<file path="config.mk">
export PLATFORM = sky130hd
export DESIGN_NAME = uart_tx_frame
export DESIGN_NICKNAME = d
export VERILOG_FILES = /design/src/rtl/uart_tx_frame.sv
export SDC_FILE = /design/constraint.sdc
export NUM_CORES = 1
export LEC_CHECK = 0
export BUFFER_PORTS_ARGS = -buffer_cell sky130_fd_sc_hd__buf_2
export CAP_MARGIN = 25
export CORE_AREA = 2 2 64 66
export CTS_BUF_LIST = sky130_fd_sc_hd__clkbuf_16
export CTS_CLUSTER_DIAMETER = 60
export DETAILED_ROUTE_END_ITERATION = 10
export DIE_AREA = 0 0 66 68
export SETUP_SLACK_MARGIN = 0.2
export SLEW_MARGIN = 20
export SYNTH_ARGS = -nofsm -noshare
export SYNTH_HDL_FRONTEND = slang
export SYNTH_SLANG_ARGS = --single-unit
</file>
<file path="constraint.sdc">
create_clock -name clk -period 4 [get_ports clk]
set_input_delay 0.2 -clock clk [delete_from_list [all_inputs] [get_ports clk]]
set_output_delay 0.2 -clock clk [all_outputs]
set_load 0.03 [all_outputs]
</file>
<file path="src/rtl/uart_tx_frame.sv">
// UART transmitter with a one-entry holding buffer so consecutive frames leave
// back-to-back. Bit timing is derived from a shared oversampling sample_tick.
module uart_tx_frame #(
  parameter int DATA_BITS  = 8,
  parameter int PARITY     = 0,
  parameter int STOP_BITS  = 1,
  parameter int OVERSAMPLE = 16
) (
  input  logic                 clk,
  input  logic                 reset,
  input  logic                 sample_tick,
  input  logic [DATA_BITS-1:0] tx_data,
  input  logic                 tx_valid,
  output logic                 tx_ready,
  output logic                 tx_busy,
  output logic                 tx_done_tick,
  output logic                 tx
);

  localparam int TICK_W = $clog2(OVERSAMPLE);
  localparam int BIT_W  = $clog2(DATA_BITS + 1);
  localparam logic [TICK_W-1:0] TICK_LAST = TICK_W'(OVERSAMPLE - 1);
  localparam logic [BIT_W-1:0]  DATA_LAST = BIT_W'(DATA_BITS - 1);
  localparam logic [BIT_W-1:0]  STOP_LAST = BIT_W'(STOP_BITS - 1);

  typedef enum logic [2:0] {
    S_IDLE,
    S_START,
    S_DATA,
    S_PARITY,
    S_STOP
  } state_t;

  state_t               state;
  logic [DATA_BITS-1:0] hold_reg;
  logic                 hold_full;
  logic [DATA_BITS-1:0] shift_reg;
  logic                 parity_bit;
  logic [TICK_W-1:0]    tick;
  logic [BIT_W-1:0]     bit_cnt;
  logic                 tx_reg;

  logic accept;
  logic bit_end;
  logic last_stop;
  logic load;

  assign accept    = tx_valid & ~hold_full;
  assign bit_end   = (state != S_IDLE) && sample_tick && (tick == TICK_LAST);
  assign last_stop = (state == S_STOP) && bit_end && (bit_cnt == STOP_LAST);
  // A full buffer is loaded either from idle or on the final stop-bit edge,
  // which is what removes the idle gap between consecutive frames.
  assign load      = hold_full && ((state == S_IDLE) || last_stop);

  assign tx_ready     = ~hold_full;
  assign tx_busy      = (state != S_IDLE);
  assign tx_done_tick = last_stop;
  assign tx           = tx_reg;

  always_ff @(posedge clk) begin
    if (reset) begin
      state      <= S_IDLE;
      hold_reg   <= '0;
      hold_full  <= 1'b0;
      shift_reg  <= '1;
      parity_bit <= 1'b0;
      tick       <= '0;
      bit_cnt    <= '0;
      tx_reg     <= 1'b1;
    end else begin
      // accept and load are mutually exclusive: one needs the buffer empty,
      // the other needs it full.
      if (accept) begin
        hold_reg  <= tx_data;
        hold_full <= 1'b1;
      end else if (load) begin
        hold_full <= 1'b0;
      end

      if (load) begin
        state      <= S_START;
        shift_reg  <= hold_reg;
        parity_bit <= (PARITY == 1) ? ~(^hold_reg) : (^hold_reg);
        tick       <= '0;
        bit_cnt    <= '0;
        tx_reg     <= 1'b0;
      end else if ((state != S_IDLE) && sample_tick) begin
        if (!bit_end) begin
          tick <= tick + 1'b1;
        end else begin
          tick <= '0;
          case (state)
            S_START: begin
              state  <= S_DATA;
              tx_reg <= shift_reg[0];
            end
            S_DATA: begin
              shift_reg <= {1'b1, shift_reg[DATA_BITS-1:1]};
              if (bit_cnt == DATA_LAST) begin
                bit_cnt <= '0;
                if (PARITY != 0) begin
                  state  <= S_PARITY;
                  tx_reg <= parity_bit;
                end else begin
                  state  <= S_STOP;
                  tx_reg <= 1'b1;
                end
              end else begin
                bit_cnt <= bit_cnt + 1'b1;
                tx_reg  <= shift_reg[1];
              end
            end
            S_PARITY: begin
              state  <= S_STOP;
              tx_reg <= 1'b1;
            end
            S_STOP: begin
              if (bit_cnt == STOP_LAST) begin
                state   <= S_IDLE;
                bit_cnt <= '0;
                tx_reg  <= 1'b1;
              end else begin
                bit_cnt <= bit_cnt + 1'b1;
              end
            end
            default: begin
              state  <= S_IDLE;
              tx_reg <= 1'b1;
            end
          endcase
        end
      end
    end
  end

endmodule

</file>
==> flow_summary.yaml <==
floorplan:
  core_region_area_um2: 3860
  die_y_um: 68
  rows: 23
  start_util_pct: 36.4
  die_w_um: 66
  io_pins: 16
  fp.dieArea_um2: 4490
sta:
  setup_viol: 0
  skew_ps: 1.72
  fin_crit_ps: 2230
  rsz0062_at_grt: "false"
  final.setup.tns_ps: 0
  drv_slew: 0
  min_period_over_period_pct: 55.7
  holdWs_ps: 151
  timing.fmax_ghz: 0.449
  worst_slack_ps: 1770
  max_slew_margin_pct: 44.2
  worst_pin_slew_ps: 831
  hold_violations: 0
drt:
  wl_met2_um: 1420
  top_layer_used: "met4"
  post-route-drc-count: 0
  drtAntennaViolNets: 0
  met3_length_um: 169
  first_pass_iters: 4
  vias: 1221
  wl_per_cell_um: 13.1
  drt_wl_total_um: 2950
  viasPerCell: 5.40
  wl_met1_um: 1290
  drt-initial-drc-count: 101
run:
  cap_viol_max_count: 0
min_path:
  worstHoldStart: "tx_valid"
  min_path_cells: 3
  hp-class: "input port to flip-flop"
  hold_end: "hold_full"
finish:
  fillers: 397
  design_area_um2: 1630
  antennaDiodeCount: 0
  syn2layout_area_growth_pct: 15.8
  final-instance-count-excl-fill: 226
  drive_gt1_share_pct: 15.3
  nets: 190
  fin_util_pct: 42.2
worst_setup_path:
  cp.arrival_ps: 2350
  cp_slowest_cell: "o21ai_1"
  cp.required_ps: 4120
  crit_buf_inv: 0
  crit_path_start_kind: "flip-flop"
  cpLargestDelayFamily: "compound AO/OA/AOI/OAI gates"
  rr_worst_depth: 5
  cp_cell_sequence: "ha_1, nand4_4, o21a_1, o21ai_1, nor3_1"
  cp_max_fo: 11
  cpPeakStageDelay_ps: 710
  critPathKind: "flip-flop to flip-flop"
  cp-end-kind: "flip-flop"
  r2r_start: "tick[0]"
  r2r-end: "tick[3]"
  reg2reg_slack_ps: 1770
clocking:
  postCtsSetupBuffers: 0
  postCtsHoldBufs: 0
  cts_max_level: 2
  cts_tree: "done"
  path_clk_slew_ps: 50
  cts_num_sinks: 29
  cts_max_path_buffers: 2
  numCtsBuffers: 5
  clk_latency_ps: 270
  clock-root-buffer: "clkbuf_16"
  cts_resized: 0
logic_synthesis:
  yosys.cell_types.count: 40
  ys_ff_latch: 29
  yosysWarnings: 0
  synth_ff_type: "dfxtp_1"
  syn_nets: 180
  yosysMostFrequentCell: "dfxtp_1"
  synth_edf_count: 0
  synthTopCellsByCount: "dfxtp_1, nand2_1, nor2_1"
  synth_area_leaders: "dfxtp_1, mux2i_1, a31oi_1"
  async_flop_share_pct: 0
  synth_seq_area_share_pct: 41.3
  netlist_area_um2: 1410
  avgSynthCellArea_um2: 8.52
  syn-instance-count: 165
  synth_top_area_cell: "dfxtp_1"
  yosysTopAreaCellShare_pct: 41.3
power_and_ir_drop:
  vdd_drop_max_mv: 0.208
  p_leak_nw: 0.656
  power_density_nw_per_um2: 447
  finalPower_mw: 0.728
global_route:
  grt_max_degree: 28
  antenna_found_initial: 0
  grt_pass1_vias: 1141
  overflow: 0
  track_usage_pct: 14.9
  grt_first_pass_wirelength_um: 4930
placement:
  placedCellCount: 218
  place_ws_ps: 1770
  portBuffers: 15
  placed_area_um2: 1490
  place_congestion: 0.887
  dp_hpwl_um: 2090
status:
  outcome: "finished clean"
layout by cell type (no fill, tap or decap), types with 2 or more instances in the layout:
cell type	Yosys	final
ha_1	3	3
xnor2_1	2	2
clkbuf_16	0	5
dfxtp_1	29	29
buf_2	4	15
inv_1	7	7
a31oi_1	15	15
a21oi_1	8	8
nand2_1	18	18
o21ai_0	2	2
nand3_1	2	2
nor3_1	5	5
nor2_1	17	17
nor4_1	10	10
clkinv_1	0	2
mux2i_1	11	11
how the worst max path moves through the flow:
| stage | to | slack [ps] | cells past startpoint | start |
|---|---|---|---|---|
| global placement | tick[3] | 1840 | 6 | bit_cnt[0] |
| floorplan | bit_cnt[2] | 2090 | 5 | bit_cnt[0] |
| CTS | tick[3] | 1760 | 5 | tick[0] |
| finish | tick[3] | 1770 | 5 | tick[0] |
| detailed placement | tick[3] | 1770 | 6 | bit_cnt[0] |
| global route | tick[3] | 1580 | 6 | bit_cnt[0] |
report_power, final:
group / internal (mW) / leakage [nW] / switching (mW)
registers: 0.307 / 0.237 / 0.0122
clock network: 0.224 / 0.0687 / 0.121
logic: 0.0244 / 0.349 / 0.0395
cell type report:
class | count | area, um^2 | area share (%)
Multi-Input combinational cell | 117 | 744 | 45.8
Sequential cell | 29 | 581 | 35.7
Clock buffer | 5 | 125 | 7.69
Timing Repair Buffer | 15 | 75.1 | 4.62
Tap cell | 50 | 62.6 | 3.85
Inverter | 7 | 26.3 | 1.62
Clock inverter | 3 | 12.5 | 0.769
worst register-to-register path, delay by kind of cell (launching register included):
kind	cells	cell delay, ps
DFF	1	390
and+or+nand+nor	2	340
adders and majority gates	1	270
AOI/OAI and AO/OA	2	1070
cells by family after synthesis:
family,count (synthesis),share of synthesized area (%)
AO/OA/AOI/OAI,34,15.1
buffers and inverters,19,5.70
flip-flops,29,41.3
adder cells (fa/ha/maj),3,2.67
multiplexers,11,7.84
AND/OR/NAND/NOR,66,25.6
XOR/XNOR,3,1.87
per-layer routing:
layer / vias up / global-route usage (%)
li1: 617 / -
met1: 571 / 17.7
met2: 28 / 24.2
met3: 5 / 4.44
met4: 0 / 8.42
met5: - / 0
No activity file was read; power rests on OpenSTA's default activity.
